<file path="src/rtl/sdram_arb_pkg.sv">
// sdram_arb_pkg: shared types and constants for the SDRAM port arbiter
package sdram_arb_pkg;
    typedef enum logic [1:0] {INIT, IDLE, SLOT} state_t;
    typedef enum logic {SLOT_ACCESS, SLOT_REFRESH} slot_t;
    localparam logic [1:0] PORT_VID = 2'd0;
    localparam logic [1:0] PORT_CPU = 2'd1;
    localparam logic [1:0] PORT_EXP = 2'd2;
    localparam int DEF_SLOT_LEN = 8;
    localparam int DEF_CS_HIGH = 2;
endpackage

</file>
<file path="src/rtl/sdram_refresh_timer.sv">
// sdram_refresh_timer: free-running interval timer that raises a sticky refresh request
module sdram_refresh_timer #(
    parameter int REFRESH_INTERVAL = 500
) (
    input  logic clk,
    input  logic reset_n,
    input  logic enable,
    input  logic clear,
    output logic refresh_pending
);
    localparam int W = $clog2(REFRESH_INTERVAL);
    logic [W-1:0] cnt_q;
    logic         pend_q;
    logic         wrap;
    assign wrap = enable && cnt_q == W'(REFRESH_INTERVAL - 1);
    assign refresh_pending = pend_q;
    // count while enabled; a wrap sets pending and wins over a same-cycle clear
    always_ff @(posedge clk) begin
        if (!reset_n) begin
            cnt_q  <= '0;
            pend_q <= 1'b0;
        end else begin
            if (enable) cnt_q <= wrap ? '0 : cnt_q + 1'b1;
            pend_q <= wrap || (pend_q && !clear);
        end
    end
endmodule

</file>
<file path="src/rtl/sdram_port_arbiter.sv">
// sdram_port_arbiter: three-port arbiter and slot sequencer for the byte-wide SDRAM controller
module sdram_port_arbiter
    import sdram_arb_pkg::*;
#(
    parameter int SLOT_LEN         = DEF_SLOT_LEN,
    parameter int CS_HIGH          = DEF_CS_HIGH,
    parameter int REFRESH_INTERVAL = 500,
    parameter int INIT_CYCLES      = 256
) (
    input  logic        clk,
    input  logic        reset_n,
    input  logic        p0_req,
    input  logic        p0_we,
    input  logic [22:0] p0_addr,
    input  logic [7:0]  p0_din,
    output logic        p0_ack,
    output logic [7:0]  p0_dout,
    input  logic        p1_req,
    input  logic        p1_we,
    input  logic [22:0] p1_addr,
    input  logic [7:0]  p1_din,
    output logic        p1_ack,
    output logic [7:0]  p1_dout,
    input  logic        p2_req,
    input  logic        p2_we,
    input  logic [22:0] p2_addr,
    input  logic [7:0]  p2_din,
    output logic        p2_ack,
    output logic [7:0]  p2_dout,
    output logic        mem_cs,
    output logic        mem_we,
    output logic [22:0] mem_addr,
    output logic [7:0]  mem_din,
    input  logic [7:0]  mem_dout,
    output logic        mem_refresh,
    output logic        init_done,
    output logic        busy
);
    localparam int SW = $clog2(SLOT_LEN);
    localparam int IW = $clog2(INIT_CYCLES + 1);
    localparam logic [SW:0] CS_END = (SW + 1)'(CS_HIGH);

    state_t          state_q;
    slot_t           slot_type_q;
    logic [1:0]      slot_port_q;
    logic [1:0]      ptr_q;
    logic [IW-1:0]   init_cnt_q;
    logic [SW-1:0]   slot_cnt_q;
    logic            init_done_q, busy_q, mem_cs_q, mem_ref_q, mem_we_q;
    logic [22:0]     mem_addr_q;
    logic [7:0]      mem_din_q;
    logic [2:0]      ack_q;
    logic [7:0]      dout_q [3];

    logic [2:0]      req, we, elig;
    logic [22:0]     addr [3];
    logic [7:0]      din [3];
    logic            refresh_pending, refresh_done, slot_last;
    logic [SW:0]     slot_nxt;
    logic            pick_valid_d, pick_ref_d;
    logic [1:0]      pick_port_d;

    assign req  = {p2_req, p1_req, p0_req};
    assign we   = {p2_we, p1_we, p0_we};
    assign addr = '{p0_addr, p1_addr, p2_addr};
    assign din  = '{p0_din, p1_din, p2_din};
    assign elig = req & ~ack_q;

    assign slot_last    = slot_cnt_q == SW'(SLOT_LEN - 1);
    assign slot_nxt     = {1'b0, slot_cnt_q} + 1'b1;
    assign refresh_done = state_q == SLOT && slot_last && slot_type_q == SLOT_REFRESH;

    assign {p2_ack, p1_ack, p0_ack} = ack_q;
    assign p0_dout     = dout_q[0];
    assign p1_dout     = dout_q[1];
    assign p2_dout     = dout_q[2];
    assign mem_cs      = mem_cs_q;
    assign mem_we      = mem_we_q;
    assign mem_addr    = mem_addr_q;
    assign mem_din     = mem_din_q;
    assign mem_refresh = mem_ref_q;
    assign init_done   = init_done_q;
    assign busy        = busy_q;

    sdram_refresh_timer #(.REFRESH_INTERVAL(REFRESH_INTERVAL)) u_refresh (
        .clk             (clk),
        .reset_n         (reset_n),
        .enable          (init_done_q),
        .clear           (refresh_done),
        .refresh_pending (refresh_pending)
    );

    // pick the next slot owner: refresh, then video, then CPU/expansion round-robin
    always_comb begin
        pick_valid_d = 1'b1;
        pick_ref_d   = 1'b0;
        pick_port_d  = PORT_VID;
        if (refresh_pending) pick_ref_d = 1'b1;
        else if (elig[PORT_VID]) pick_port_d = PORT_VID;
        else if (elig[PORT_CPU] && (ptr_q == PORT_CPU || !elig[PORT_EXP])) pick_port_d = PORT_CPU;
        else if (elig[PORT_EXP]) pick_port_d = PORT_EXP;
        else pick_valid_d = 1'b0;
    end

    // init window, grant latching and slot sequencing with registered outputs
    always_ff @(posedge clk) begin
        if (!reset_n) begin
            state_q     <= INIT;
            slot_type_q <= SLOT_ACCESS;
            slot_port_q <= PORT_VID;
            ptr_q       <= PORT_CPU;
            init_cnt_q  <= '0;
            slot_cnt_q  <= '0;
            init_done_q <= 1'b0;
            busy_q      <= 1'b0;
            mem_cs_q    <= 1'b0;
            mem_ref_q   <= 1'b0;
            mem_we_q    <= 1'b0;
            mem_addr_q  <= '0;
            mem_din_q   <= '0;
            ack_q       <= '0;
            for (int i = 0; i < 3; i++) dout_q[i] <= '0;
        end else begin
            ack_q <= '0;
            case (state_q)
                INIT: begin
                    init_cnt_q <= init_cnt_q + 1'b1;
                    if (init_cnt_q == IW'(INIT_CYCLES - 1)) begin
                        init_done_q <= 1'b1;
                        state_q     <= IDLE;
                    end
                end
                IDLE: begin
                    if (pick_valid_d) begin
                        state_q     <= SLOT;
                        slot_cnt_q  <= '0;
                        busy_q      <= 1'b1;
                        slot_port_q <= pick_port_d;
                        slot_type_q <= pick_ref_d ? SLOT_REFRESH : SLOT_ACCESS;
                        mem_ref_q   <= pick_ref_d;
                        mem_cs_q    <= !pick_ref_d;
                        if (!pick_ref_d) begin
                            mem_we_q   <= we[pick_port_d];
                            mem_addr_q <= addr[pick_port_d];
                            mem_din_q  <= din[pick_port_d];
                            if (pick_port_d != PORT_VID)
                                ptr_q <= pick_port_d == PORT_CPU ? PORT_EXP : PORT_CPU;
                        end
                    end
                end
                SLOT: begin
                    slot_cnt_q <= slot_cnt_q + 1'b1;
                    mem_cs_q   <= slot_type_q == SLOT_ACCESS && slot_nxt < CS_END;
                    mem_ref_q  <= slot_type_q == SLOT_REFRESH && slot_nxt < CS_END;
                    if (slot_last) begin
                        state_q  <= IDLE;
                        mem_we_q <= 1'b0;
                        busy_q   <= 1'b0;
                        if (slot_type_q == SLOT_ACCESS) begin
                            ack_q[slot_port_q] <= 1'b1;
                            if (!mem_we_q) dout_q[slot_port_q] <= mem_dout;
                        end
                    end
                end
                default: state_q <= INIT;
            endcase
        end
    end
endmodule

</file>
<file path="config.mk">
export PLATFORM = sky130hd
export DESIGN_NAME = sdram_port_arbiter
export DESIGN_NICKNAME = d
export VERILOG_FILES = /design/src/rtl/sdram_arb_pkg.sv /design/src/rtl/sdram_refresh_timer.sv /design/src/rtl/sdram_port_arbiter.sv
export SDC_FILE = /design/constraint.sdc
export NUM_CORES = 1
export LEC_CHECK = 0
export CAP_MARGIN = 20
export CORE_UTILIZATION = 32
export DETAILED_ROUTE_END_ITERATION = 8
export SETUP_SLACK_MARGIN = 0.02
export SKIP_CTS_REPAIR_TIMING = 1
export SYNTH_ARGS = -nofsm -noshare
export SYNTH_HDL_FRONTEND = slang
export SYNTH_HIERARCHICAL = 1
export SYNTH_SLANG_ARGS = --single-unit
</file>
<file path="constraint.sdc">
create_clock -name clk -period 3.45 [get_ports clk]
set_clock_uncertainty 0.05 [all_clocks]
set_input_delay 0.8625 -clock clk [delete_from_list [all_inputs] [get_ports clk]]
set_output_delay 0.8625 -clock clk [all_outputs]
set_load 0.01 [all_outputs]
</file>
==> impl_metrics.csv, run 1 <==
group,metric,value,unit
final_layout,design_area,0.00651,sq mm
setup_path,path_cells,"ha_1 -> ha_1 -> nand3b_1 -> or3b_2 -> nor3_4 -> nand2b_1",
synthesis,synth_cell_type_count,54,
synthesis,ys.flop_type,"dfxtp_1",
min_path,min-delay-path-class,"register to register",
synthesis,syn_nets,572,
setup_path,crit_slowest_cell,"or3b_2",
grt,grt.overflow.total,0,
final_layout,finalNetCount,734,
routing,drt_wl_total,12000,microns
grt,grt_use_total,0.175,
routing,ant_nets,0,
power,clkPwrFrac,0.447,
routing,first_pass_iters,4,
routing,num_vias,3983,
routing,wire_per_inst,15.0,microns
clocking,cts_sinks,92,
synthesis,synth_top_cell_area_share,0.316,
clocking,clkTransAtPathRegs,0.06,ns
setup_path,crit_top_cell,"ha_1",
synthesis,ys_ff_latch,92,
setup_path,max_stage_delay,0.57,ns
floorplanning,die_y,118,microns
setup_path,reg2reg_depth,6,
clocking,cts-buffers-inserted,9,
setup_path,end_kind,"register",
run,cap_violations,0,
final_layout,syn_to_final_growth,51.0,%
sta,rsz0062_at_grt,"false",
final_layout,finalNonFillerCells,801,
sta,fmax,0.392,GHz
setup_path,crit_family,"simple AND/OR/NAND/NOR gates",
synthesis,yosysSeqAreaShare,0.483,
grt,grt.met1_usage,0.209,
setup_path,worstPathRequired,3.41,ns
synthesis,syn_area_per_cell,9.41,sq um
floorplanning,ios,172,
sta,finalSetupViolCount,0,
routing,drc_errors,0,
setup_path,cp_num_buf_inv,0,
synthesis,synth.area.top_cells,"dfxtp_1, edfxtp_1, nand2_1",
grt,grt.busiest_layer,"met2",
floorplanning,die-area,0.0139,sq mm
floorplanning,initial_core_util,0.327,
sta,setup_tns,0,ns
routing,dr.first_iter.drc_count,254,
synthesis,syn-instance-count,458,
setup_path,critPathKind,"register to register",
clocking,clock_path_buffers,2,
floorplanning,core_area,0.0132,sq mm
place,place_congestion,0.782,
min_path,hold_path_depth,2,
final_layout,n_antenna_cell,0,
place,place_area,0.00617,sq mm
power,sw_frac_of_total,0.205,
final_layout,drive_gt1_frac,0.0656,
sta,hold_violations,0,
synthesis,synth_edf_count,24,
sta,layout_min_cycle_time,2.55,ns
clocking,root_buffer,"clkbuf_16",
grt,grt_start_max_net_pins,69,
setup_path,path_depth,6,
power,switching_power,0.510,mW
sta,fin_crit_sh,0.740,
routing,viasPerCell,4.97,
power,ir_drop,0.181,mV
status,run_status,"finished, final reports clean",
power,combPwrFrac,0.098,
place,numPortBuffers,171,
floorplanning,fp-row-count,42,
synthesis,yosysTopAreaCell,"dfxtp_1",
power,p_per_area,381,mW/mm^2
setup_path,cp_max_fo,9,
clocking,cts_htree_levels,3,
clocking,cts_tree,"built",
sta,tightest_slew,0.685,ns
power,p_int,1.97,mW
synthesis,yosys_warnings,6,
grt,grt_pass1_vias,3906,
synthesis,syn_area,0.00431,sq mm
setup_path,cp.arrival,2.51,ns
sta,slew_violations,0,
grt,grt_use_met2,0.295,
grt,antenna_found_initial,0,
grt,grt_use_met3,0.0417,
setup_path,cp-start-kind,"register",
floorplanning,die_x,118,microns
grt,grt_pass1_wl,19300,microns
place,dp_hpwl,8400,microns
synthesis,async_flop_share,0,
power,leakage,2.30,nW
clocking,insertion_delay,0.34,ns
sta,relSlewSlack,0.543,
power,p_seq_frac,0.455,
place,placed_cells,785,
-- final timing paths --
check / from / to / slack, ns
setup reg to reg: slot_cnt_q[0] / dout_q[1][3] / 0.90
hold / removal: busy / busy / 0.44
hold reg to reg: busy / busy / 0.44
setup / recovery: slot_cnt_q[0] / dout_q[1][3] / 0.90
-- cell usage after synthesis (all sizes together), types with 8 or more instances --
master	number
a41oi	32
and2	36
buf	11
clkbuf	15
dfxtp	68
edfxtp	24
inv	8
nand2	111
nand2b	10
nand3	8
nor2	9
nor2b	9
o21ai	37
-- placed cells by master (no fill, tap or decap), types with 3 or more instances in the layout --
cell,instances
clkdlybuf4s50_1,170
nand2_1,111
dfxtp_1,68
and2_1,36
o21ai_1,24
a41oi_1,24
edfxtp_1,24
o21ai_0,13
nand2b_1,9
nor2_1,9
clkbuf_16,9
inv_1,8
nor2b_1,8
nand3_1,8
a41oi_2,8
xnor2_1,7
nand4_1,5
o22ai_1,5
a31oi_1,5
ha_1,5
nand3b_1,4
nor3_1,4
o21a_1,4
buf_4,4
a21boi_0,3
xor2_1,3
bufinv_16,3
or3_1,3
-- sequential cells by signal, indices dropped and copies added, names as in the netlist --
name                       count
u_refresh/cnt_q                9
slot_cnt_q                     3
ack_q                          3
busy                           1
slot_type_q                    1
slot_port_q                    2
init_cnt_q                     9
state_q                        2
init_done                      1
mem_cs                         1
mem_refresh                    1
mem_we                         1
mem_addr                      23
ptr_q                          2
mem_din                        8
dout_q                        24
u_refresh/refresh_pending      1
-- tightest hold or removal path, cell delays in order, from the launching register on --
cell and delay [ns]:
dfxtp_1 0.32, nand2_1 0.05, a21boi_0 0.07
-- cell type report --
type	count	area [sq um]
Timing Repair Buffer	177	1780
Tap cell	176	220
Inverter	8	30.0
Sequential cell	92	2080
Clock inverter	6	104
Fill cell	1205	6680
Multi-Input combinational cell	332	2070
Clock buffer	10	229
-- layer usage --
layer | share of wire | vias to the layer above
li1 | - | 1966
met2 | 0.48 | 142
met5 | 0 | -
met4 | 0.023 | 0
met1 | 0.44 | 1858
met3 | 0.059 | 17
-- stage by stage --
step	util	hold WS, ns	power, mW	setup slack (ns)
2_1_floorplan	-	0.402	1.23	0.882
3_3_place_gp	0.468	0.424	1.39	0.698
3_5_place_dp	0.468	0.431	1.40	0.649
4_1_cts	0.493	0.440	2.52	0.871
5_1_grt	0.493	0.449	2.58	0.723
6_report	0.493	0.442	2.48	0.899
-- power by group through the flow --
stage / logic [mW] / registers, mW / clock network, mW
floorplan: 0.0696 / 1.16 / 0
global placement: 0.242 / 1.15 / 0
detailed placement: 0.243 / 1.15 / 0
CTS: 0.244 / 1.13 / 1.14
global route: 0.261 / 1.13 / 1.19
finish: 0.242 / 1.13 / 1.11
-- kinds of logic after synthesis --
| group | after synthesis | synth area share |
|---|---|---|
| muxes | 2 | 0.00464 |
| xor gates and xnor gates | 10 | 0.0203 |
| DFF | 92 | 0.483 |
| AOI/OAI and AO/OA | 102 | 0.191 |
| buffers and inverters | 34 | 0.0383 |
| adders and majority gates | 5 | 0.0145 |
| and+or+nand+nor | 213 | 0.248 |
No activity file was read; power rests on OpenSTA's default activity.
==> run 2: changes to the inputs <==
Clock period 3.45 ns to 2.2 ns, I/O delays scaled along.
==> run 2 against run 1 <==
  * Global-route usage fell by 0.32 points
  * First-iteration DRC count fell by 7.1%
  * Worst hold slack got worse by 0.012 ns
  * Combinational power rose by 60%
  * Largest power group unchanged
  * Count of clock-buffer cells in the layout fell by 1
  * Sequential cell count did not move
  * Utilization rose by 1.2 points
==> impl_metrics.csv, run 2 (synthesis results as in run 1) <==
group,metric,value,unit
sta,tightest_slew,0.685,ns
setup_path,end_kind,"output port",
clocking,cts_sinks,92,
min_path,min-delay-path-class,"register to register",
status,run_status,"finished, final reports clean",
routing,num_vias,4046,
clocking,clock_path_buffers,2,
grt,grt_use_total,0.172,
floorplanning,die_x,118,microns
final_layout,largest_register,"dout_q",
sta,fin_crit_sh,0.946,
power,p_per_area,553,mW/mm^2
grt,grt.overflow.total,0,
floorplanning,ios,172,
setup_path,cp_num_buf_inv,1,
final_layout,layout_common_cells,"clkdlybuf4s50_1, nand2_1, dfxtp_1",
clocking,insertion_delay,0.34,ns
setup_path,max_stage_delay,0.63,ns
power,leakage,2.38,nW
power,switching_power,0.817,mW
power,ir_drop,0.298,mV
floorplanning,die_y,118,microns
place,numPortBuffers,171,
place,place_congestion,0.786,
setup_path,crit_slowest_cell,"clkdlybuf4s50_1",
run,cap_violations,0,
grt,antenna_found_initial,0,
clocking,clkTransAtPathRegs,0.06,ns
power,clkPwrFrac,0.415,
clocking,cts_htree_levels,3,
sta,rsz0062_at_grt,"false",
final_layout,n_antenna_cell,0,
routing,drt_wl_total,12000,microns
final_layout,syn_to_final_growth,54.6,%
clocking,cts_tree,"built",
power,p_int,2.87,mW
sta,layout_min_cycle_time,2.08,ns
power,combPwrFrac,0.105,
routing,ant_nets,0,
clocking,root_buffer,"clkbuf_16",
final_layout,design_area,0.00666,sq mm
grt,grt_start_max_net_pins,69,
routing,dr.first_iter.drc_count,236,
sta,relSlewSlack,0.543,
floorplanning,initial_core_util,0.327,
final_layout,largest_reg_flops,24,
setup_path,cp-start-kind,"register",
floorplanning,core_area,0.0132,sq mm
routing,drc_errors,0,
grt,grt_pass1_wl,18900,microns
grt,grt_pass1_vias,3819,
floorplanning,fp-row-count,42,
setup_path,critPathKind,"register to output port",
sta,fmax,0.480,GHz
sta,fin_ws,0.119,ns
clocking,cts-buffers-inserted,9,
setup_path,worstPathRequired,1.60,ns
routing,wire_per_inst,14.6,microns
setup_path,cp_max_fo,5,
place,dp_hpwl,8600,microns
sta,hold_violations,0,
setup_path,path_cells,"clkdlybuf4s50_1",
final_layout,final_common_cell,"clkdlybuf4s50_1",
setup_path,crit_family,"buffers and inverters",
final_layout,drive_gt1_frac,0.0950,
place,place_area,0.00636,sq mm
place,dp_slack,-0.132,ns
sta,slew_violations,0,
routing,first_pass_iters,5,
floorplanning,die-area,0.0139,sq mm
power,p_seq_frac,0.480,
sta,finalSetupViolCount,0,
final_layout,finalNetCount,751,
routing,viasPerCell,4.95,
power,sw_frac_of_total,0.222,
setup_path,cp.arrival,1.48,ns
==> run 2: cell count changes in the layout (fill, tap and decap cells not counted), sizes merged <==
cell,before,now
clkinvlp,0,2
clkbuf,10,9
buf,7,24
clkinv,3,4
bufinv,3,1
==> run 2: area by class of cell <==
class,count,area (sq um)
Fill cell,1202,6530
Clock buffer,9,225
Multi-Input combinational cell,332,2080
Timing Repair Buffer,194,1950
Clock inverter,7,67.6
Tap cell,176,220
Sequential cell,92,2080
Inverter,8,30.0
==> run 2: through the flow <==
step	hold slack [ns]	setup TNS, ns	std cells	utilization	power, mW
2_1_floorplan	0.402	0	458	-	1.93
3_3_place_gp	0.424	-0.615	802	0.482	2.19
3_5_place_dp	0.424	-2.54	802	0.482	2.20
4_1_cts	0.434	0	818	0.504	3.73
5_1_grt	0.463	0	818	0.505	3.84
6_report	0.430	0	818	0.505	3.69
==> run 2: worst paths after layout <==
| path | endpoint | slack, ns | cells after the start | from |
|---|---|---|---|---|
| worst min-delay path | busy | 0.43 | 2 | busy |
| worst max-delay path | mem_we | 0.12 | 1 | mem_we |
| worst max register to register | dout_q[1][0] | 0.21 | 6 | slot_cnt_q[0] |
| worst min register to register | busy | 0.43 | 2 | busy |
==> run 2: layer usage <==
| metal | up-vias | share of wire | global-route usage |
|---|---|---|---|
| met1 | 1890 | 0.43 | 0.201 |
| met4 | 0 | 0.013 | 0.0513 |
| met2 | 147 | 0.49 | 0.299 |
| met3 | 13 | 0.066 | 0.0538 |
| li1 | 1996 | - | - |
| met5 | - | 0 | 0 |
==> run 2: power by group through the flow <==
stage	registers [mW]	logic [mW]	clock network, mW
3_5_place_dp	1.81	0.386	0
3_3_place_gp	1.81	0.383	0
6_report	1.77	0.386	1.53
4_1_cts	1.77	0.388	1.57
2_1_floorplan	1.82	0.110	0
5_1_grt	1.77	0.415	1.65
